$ cat config.mk
export PLATFORM = sky130hd
export DESIGN_NAME = dsp_result_collector
export DESIGN_NICKNAME = d
export VERILOG_FILES = /design/src/rtl/dsp_result_collector.sv
export SDC_FILE = /design/constraint.sdc
export NUM_CORES = 1
export LEC_CHECK = 0
export ABC_AREA = 1
export ABC_CLOCK_PERIOD_IN_PS = 7000
export BUFFER_PORTS_ARGS = -buffer_cell sky130_fd_sc_hd__buf_4
export CORE_UTILIZATION = 33
export CTS_CLUSTER_SIZE = 8
export DETAILED_ROUTE_END_ITERATION = 6
export PLACE_DENSITY = 0.6
export SLEW_MARGIN = 20
export SYNTH_ARGS = -nofsm -noshare
export SYNTH_HDL_FRONTEND = slang
export SYNTH_SLANG_ARGS = --single-unit
$ cat constraint.sdc
create_clock -name clk -period 7 [get_ports clk]
set_input_delay 1.05 -clock clk [delete_from_list [all_inputs] [get_ports clk]]
set_output_delay 1.05 -clock clk [all_outputs]
set_load 0.02 [all_outputs]
$ cat src/rtl/dsp_result_collector.sv
// dsp_result_collector: credit-gated capture of DSP pipeline results into an in-order FIFO
module dsp_result_collector #(
    parameter int N       = 48,
    parameter int LATENCY = 2,
    parameter int DEPTH   = 4
) (
    input  logic                      clk,
    input  logic                      rst,
    input  logic                      ce,
    input  logic                      in_valid,
    output logic                      in_ready,
    input  logic [N-1:0]              p_in,
    output logic                      out_valid,
    output logic [N-1:0]              out_data,
    input  logic                      out_ready,
    output logic [$clog2(DEPTH):0]    count
);
    localparam int AW = $clog2(DEPTH);
    localparam int CW = AW + 1;
    localparam int LW = LATENCY > 0 ? LATENCY : 1;

    logic [LW-1:0] vld;
    logic          accept;
    logic          wr;
    logic          pop;
    logic [AW-1:0] wptr;
    logic [AW-1:0] rptr;
    logic [7:0]    outstanding;
    logic [N-1:0]  mem [DEPTH];

    assign accept    = in_valid & in_ready & ce;
    assign pop       = out_valid & out_ready;
    assign out_valid = count != '0;
    assign out_data  = out_valid ? mem[rptr] : '0;

    generate
        if (LATENCY == 0) begin : g_comb
            assign vld = '0;
            assign wr  = accept;
        end else begin : g_pipe
            // Valid tokens ride alongside the DSP pipeline, advancing only on ce
            always_ff @(posedge clk or posedge rst) begin
                if (rst)
                    vld <= '0;
                else if (ce)
                    vld <= (vld << 1) | LW'(accept);
            end
            assign wr = ce & vld[LW-1];
        end
    endgenerate

    // Credits: every in-flight token already owns a FIFO slot, so writes never meet a full FIFO
    always_comb begin
        outstanding = 8'(count);
        for (int i = 0; i < LW; i++)
            outstanding = outstanding + 8'(vld[i]);
        in_ready = outstanding < 8'(DEPTH);
    end

    // FIFO pointers and occupancy; simultaneous write and pop leave count unchanged
    always_ff @(posedge clk or posedge rst) begin
        if (rst) begin
            wptr  <= '0;
            rptr  <= '0;
            count <= '0;
        end else begin
            if (wr)
                wptr <= wptr + 1'b1;
            if (pop)
                rptr <= rptr + 1'b1;
            count <= count + CW'(wr) - CW'(pop);
        end
    end

    // Result storage; contents are qualified by count so they need no reset
    always_ff @(posedge clk) begin
        if (wr)
            mem[wptr] <= p_in;
    end
endmodule

==> metrics.md, run 1 <==
| Metric | Value |
|---|---|
| Synth Register Bits | `201` |
| Number of buffer and inverter stages on the critical path | `2` |
| CTS buffer count | `29` |
| CTS H-tree depth | `1` |
| Worst VDD drop | `240 uV` |
| Fillers | `2231` |
| Clock-pin slew on the worst setup and hold paths | `0.05 ns` |
| CP arrival | `3.12 ns` |
| Dpl cell area | `9020 um2` |
| Port buffer count | `105` |
| Core area | `23600 um2` |
| Root Driver | `clkbuf_16` |
| Critical path endpoint category | `primary output` |
| Die span in y | `158 um` |
| Final wirelength | `17500 um` |
| Setup repair after global routing missed its margin | `no` |
| Initial antenna violation count | `0` |
| Post-Syn Area | `7990 um2` |
| FF-to-FF Start | `vld[1]$_DFFE_PP0P_` |
| CP max FO | `98` |
| P_leak | `0.00349 uW` |
| Hold buffers post-CTS | `0` |
| Fin crit period | `4.17 ns` |
| CTS sink cnt | `201` |
| Worst-path cell chain | `inv_4, o21ai_0, a21oi_1, buf_4` |
| Post-place setup slack | `3.32 ns` |
| Worst Hold Class | `input pin to asynchronous set/reset pin` |
| Antenna cells | `0` |
| Most common cell after layout, fill and taps aside | `nor2_1` |
| Final instance area | `9800 um2` |
| Initial Utilization | `33.9%` |
| DRC viols | `0` |
| Max_slew headroom | `26.4%` |
| Post-cts resize count | `0` |
| Vias | `4938` |
| FF+latch area | `6000 um2` |
| Maximum clock frequency | `240 MHz` |
| Max cap viols | `0` |
| Area of the multi-input gates | `1730 um2` |
| CP Data Required Time | `5.95 ns` |
| DR WL/cell | `16.4 um` |
| Setup Crit Path Kind | `flop to primary output` |
| CTS tree | `built` |
| Share of layout cells above drive strength 1 | `19.9%` |
| GP Congestion | `0.684` |
| Worst clock skew | `0.0126 ns` |
| Hpwl dp | `9390 um` |
| Period utilisation layout | `59.6%` |
| Cells after synthesis | `633` |
| DRT iter0 DRCs | `250` |
| Pre-Repair DR Iteration Count | `6` |
| Synth area leader | `edfxtp_1` |
| Layout area overhead | `22.6%` |
| Share of the synthesized area in the top cell type | `72.1%` |
| Run status | `complete, no violations` |
| Global-route congestion overflow total | `0` |
| Die Area | `24900 um2` |
| Share of the yosys chip area belonging to registers | `74.9%` |
| Die width | `158 um` |
| Clk_lat worst skew | `0.52 ns` |
| Global-route wire length before repair | `26800 um` |
| Pwr dens | `443 nW/um2` |
| Final hold viol count | `0` |
| Crit path max-delay family | `flip-flops` |
| Slowest CP cell | `dfrtp_4` |
| Final nets | `799` |
| DR vias/cell | `4.63` |
| Worst slew pin tran | `1.10 ns` |
| Ports | `106` |
| Max Slew Vio Count | `0` |
| Final antenna-violating net count | `0` |
| Setup ws final | `2.83 ns` |
| Number of distinct library cells after synthesis | `20` |
| Critical Path Start | `rptr[0]$_DFFE_PP0P_` |
| Syn nets | `695` |
| # Post-CTS Setup Buffers | `0` |
| Ys Warns | `0` |
| Slowest stage delay, CP | `1.15 ns` |
| Synth area leaders | `edfxtp_1 72%, nor2_1 9.4%, o21ai_0 4.3%, a21oi_1 3.1%, dfrtp_1 2.8%` |
| Mean post-synth cell area | `12.6 um2` |
| Largest net degree at the start of global routing | `99` |
| Setup TNS | `0 ns` |
| Num rows | `56` |
| Vias in the first global route | `4909` |
| Final setup fails | `0` |
| All-Layer GR Usage | `14.2%` |
| Commonest non-fill, non-tap cells in the layout | `197 x nor2_1, 192 x edfxtp_1, 110 x buf_4` |
| Crit path launch type | `flop` |
| CTS Buffer Depth | `3` |
per-layer routing:
metal | track usage [%] | up-vias | part of all wire, %
met5 | 0 | - | 0
met3 | 3.09 | 27 | 5.0
li1 | - | 2424 | -
met2 | 24.7 | 120 | 49
met1 | 17.8 | 2367 | 44
met4 | 3.74 | 0 | 2.0
synthesized netlist by cell type (all sizes together):
library cell and count:
buf 23, a21oi 49, edfxtp 192, ha 8, dfrtp 9, fa 1
inv 18, nand4 1, clkbuf 14, and3 1, nor2 201, o21ai 97
nand3 1, xor2 2, nand2 16
where the power goes:
group / switching (uW) / internal (uW) / total (uW) / leakage, uW
registers: 127 / 1430 / 1550 / 0.00184
logic: 999 / 591 / 1590 / 0.00128
clock network: 456 / 744 / 1200 / 0.000376
total: 1580 / 2760 / 4350 / 0.00349
cell type report:
| cell class | count | share of cell area [%] |
|---|---|---|
| Clock buffer | 41 | 7.86 |
| Sequential cell | 201 | 61.2 |
| Timing Repair Buffer | 110 | 8.42 |
| Inverter | 18 | 0.728 |
| Tap cell | 319 | 4.07 |
| Clock inverter | 1 | 0.0894 |
| Multi-Input combinational cell | 377 | 17.7 |
logic make-up (layout without fill, tap and decap cells):
group / after synthesis / after routing / synth area share (%)
simple gates: 220 / 220 / 10.4
flops: 201 / 201 / 74.9
compound gates: 146 / 146 / 9.14
buf+inv: 55 / 170 / 3.79
fa+ha+maj: 9 / 9 / 1.50
xor+xnor: 2 / 2 / 0.219
metrics by stage:
step,cells,power (uW),hold WS [ns],utilization (%)
after global placement,1025,3180,0.493,38.2
after global routing,1067,4620,0.534,41.5
after floorplan,633,2610,0.464,-
after detailed placement,1025,3190,0.480,38.2
final,1067,4350,0.507,41.5
after CTS,1067,4420,0.512,41.5
final timing paths:
path | to | slack (ns) | depth (start not counted)
setup / recovery | out_data[2] | 2.83 | 4
hold / removal | rptr[0]$_DFFE_PP0P_ | 0.51 | 2
setup reg to reg | mem[3][42]$_DFFE_PP_ | 4.62 | 3
hold reg to reg | vld[1]$_DFFE_PP0P_ | 0.51 | 2
max in group asynchronous | rptr[0]$_DFFE_PP0P_ | 6.18 | 2
min in group clk | vld[1]$_DFFE_PP0P_ | 0.51 | 2
registers in the layout, summed over array words and instances (netlist names):
signal,cells
mem,192
count,3
rptr,2
wptr,2
vld,2
worst register-to-register path, stage by stage (launching register included):
cell	delay (ns)
dfrtp_1	0.37
nand2_1	0.34
nor2_4	0.73
buf_4	0.55
No activity file was read; power rests on OpenSTA's default activity.
==> run 2: changes to the inputs <==
--- a/config.mk
+++ b/config.mk
@@ -6,7 +6,7 @@
 export NUM_CORES = 1
 export LEC_CHECK = 0
 export ABC_AREA = 1
-export ABC_CLOCK_PERIOD_IN_PS = 7000
+export ABC_CLOCK_PERIOD_IN_PS = 4240
 export BUFFER_PORTS_ARGS = -buffer_cell sky130_fd_sc_hd__buf_4
 export CORE_UTILIZATION = 33
 export CTS_CLUSTER_SIZE = 8
==> constraint.sdc (replaced) <==
create_clock -name clk -period 4.24 [get_ports clk]
set_input_delay 0.636 -clock clk [delete_from_list [all_inputs] [get_ports clk]]
set_output_delay 0.636 -clock clk [all_outputs]
set_load 0.02 [all_outputs]
==> run 2 against run 1 <==
Utilization grew 0.23 points. Routed wire length grew 1.8%. First-iteration DRC count grew 29%. Count of clock-buffer cells in the layout is the same.
==> metrics.md, run 2 (synthesis results as in run 1) <==
| Metric | Value |
|---|---|
| Final wirelength | `17800 um (+1.8%)` |
| Setup repair after global routing missed its margin | `no` |
| Maximum clock frequency | `301 MHz` |
| Run status | `complete, no violations` |
| Worst-path cell chain | `nor2_1, nand2_1, clkinv_2, a21oi_1, buf_4` |
| FF-to-FF Start | `vld[1]$_DFFE_PP0P_` |
| Final hold viol count | `0 (unchanged)` |
| Final nets | `801 (+0.25%)` |
| Number of buffer and inverter stages on the critical path | `2 (unchanged)` |
| Pre-Repair DR Iteration Count | `4 (-2)` |
| CTS tree | `built` |
| Share of layout cells above drive strength 1 | `20.1% (+0.21 points)` |
| Setup Crit Path Kind | `flop to primary output` |
| Slowest CP cell | `clkinv_2` |
| CTS sink cnt | `201 (unchanged)` |
| Pwr dens | `730 nW/um2 (+65%)` |
| Clk_lat worst skew | `0.51 ns (about the same)` |
| Crit path max-delay family | `buffers and inverters` |
| DR vias/cell | `4.65 (+0.58%)` |
| Crit path launch type | `flop` |
| CTS H-tree depth | `1 (unchanged)` |
| Max reg flops | `192 (unchanged)` |
| Initial Utilization | `33.9% (unchanged)` |
| Port buffer count | `105 (unchanged)` |
| Post-cts resize count | `0 (unchanged)` |
| Setup TNS | `0 ns (unchanged)` |
| Most flop-heavy register | `mem` |
| Max Slew Vio Count | `0 (unchanged)` |
| Register-to-register setup slack | `2.08 ns (-2.54 ns)` |
| Max cap viols | `0 (unchanged)` |
| Worst R2R End | `mem[0][40]$_DFFE_PP_` |
| Worst Hold Class | `input pin to asynchronous set/reset pin` |
| P_leak | `0.00351 uW (+0.52%)` |
| Vias | `4976 (+0.77%)` |
| Fillers | `2241 (+0.45%)` |
| CTS Buffer Depth | `3 (unchanged)` |
| Worst slew pin tran | `0.921 ns (-0.184 ns)` |
| Worst clock skew | `0.0100 ns (-0.00261 ns)` |
| Vias in the first global route | `4913 (+0.081%)` |
| All-Layer GR Usage | `14.3% (+0.11 points)` |
| Commonest non-fill, non-tap cells in the layout | `197 x nor2_1, 192 x edfxtp_1, 109 x buf_4` |
| DRC viols | `0 (unchanged)` |
| Layout area overhead | `23.3%` |
| Worst VDD drop | `491 uV (+100%)` |
| Root Driver | `clkbuf_16` |
| Hold buffers post-CTS | `0 (unchanged)` |
| Critical Path Start | `count[1]$_DFF_PP0_` |
| Global-route wire length before repair | `26800 um (about the same)` |
| CP Data Required Time | `3.60 ns (-2.35 ns)` |
| Most common cell after layout, fill and taps aside | `nor2_1` |
| DRT iter0 DRCs | `322 (+29%)` |
| GP Congestion | `0.693 (+1.4%)` |
| Max_slew headroom | `38.6% (+12 points)` |
| Num rows | `56 (unchanged)` |
| Post-place setup slack | `1.45 ns (-1.87 ns)` |
| # Post-CTS Setup Buffers | `0 (unchanged)` |
| CP max FO | `48 (-51%)` |
| Die span in y | `158 um (unchanged)` |
| Clock-pin slew on the worst setup and hold paths | `0.05 ns (about the same)` |
| Worst setup endpoint | `out_data[36]` |
| Setup ws final | `0.917 ns (-1.91 ns)` |
| Number of cells on the critical path | `5 (+1)` |
| Largest net degree at the start of global routing | `99 (unchanged)` |
| Worst R2R Path Depth | `3 (unchanged)` |
| Period utilisation layout | `78.4%` |
| Area of the multi-input gates | `1730 um2 (unchanged)` |
| Largest registers | `mem: 192 flops, count: 3 flops` |
| Die Area | `24900 um2 (unchanged)` |
| Fin crit period | `3.32 ns` |
| Initial antenna violation count | `0 (unchanged)` |
| DR WL/cell | `16.7 um (+1.6%)` |
| Antenna cells | `0 (unchanged)` |
| Core area | `23600 um2 (unchanged)` |
| FF+latch area | `6000 um2 (unchanged)` |
| Die width | `158 um (unchanged)` |
| Slowest stage delay, CP | `0.72 ns (-0.43 ns)` |
| Final setup fails | `0 (unchanged)` |
| CTS buffer count | `29 (unchanged)` |
| Hpwl dp | `9510 um (+1.2%)` |
| Critical path endpoint category | `primary output` |
| Final antenna-violating net count | `0 (unchanged)` |
| CP arrival | `2.69 ns (-0.43 ns)` |
| Global-route congestion overflow total | `0 (unchanged)` |
| Ports | `106 (unchanged)` |
-- run 2: cell count changes in the layout (fill, tap and decap cells not counted) --
cell / change
inv_2: -1
buf_12: +3
clkinv_2: +1
buf_4: -1
-- run 2: per-layer routing --
layer  up-vias  global-route usage [%]  routed length, um  part of all wire [%]
met5         -                       0                  0                     0
met4         0                    3.28                258                   1.4
met3        17                    3.09                951                   5.3
met2       124                    25.1               8740                    49
met1      2406                    18.0               7850                    44
li1       2429                       -                  -                     -
-- run 2: worst register-to-register path: cells and delay by family (launching register included) --
kind                   cells  cell delay, ns
buffers and inverters      1            0.28
and+or+nand+nor            2            1.18
DFF                        1            0.37
-- run 2: per-stage QoR --
stage	instances	hold slack [ns]	power, uW	cell area (um2)	util (%)
4_1_cts	1069	0.134	7310	9850	41.7
2_1_floorplan	633	0.464	4300	7990	-
3_5_place_dp	1027	0.499	5310	9070	38.4
6_report	1069	0.132	7200	9860	41.7
5_1_grt	1069	0.146	7660	9860	41.7
3_3_place_gp	1027	0.496	5290	9070	38.4
-- run 2: area by class of cell --
class / instances / area share [%]
Clock buffer: 41 / 7.82
Clock inverter: 1 / 0.0889
Inverter: 18 / 0.736
Multi-Input combinational cell: 377 / 17.6
Sequential cell: 201 / 60.8
Tap cell: 319 / 4.05
Timing Repair Buffer: 112 / 8.91
-- run 2: how the worst min path moves through the flow --
stage	startpoint	end	slack [ns]	depth (start not counted)
2_1_floorplan	rst	count[0]$_DFF_PP0_	0.46	1
3_3_place_gp	vld[0]$_DFFE_PP0P_	vld[1]$_DFFE_PP0P_	0.50	2
3_5_place_dp	vld[0]$_DFFE_PP0P_	vld[1]$_DFFE_PP0P_	0.50	2
4_1_cts	rst	rptr[0]$_DFFE_PP0P_	0.13	2
5_1_grt	rst	rptr[0]$_DFFE_PP0P_	0.15	2
6_report	rst	rptr[0]$_DFFE_PP0P_	0.13	2
-- run 2: power breakdown --
| group | total (uW) | switching (uW) | internal [uW] |
|---|---|---|---|
| Combinational | 2750 | 1760 | 984 |
| Sequential | 2460 | 103 | 2360 |
| Clock | 1980 | 755 | 1230 |
| Total | 7200 | 2620 | 4570 |
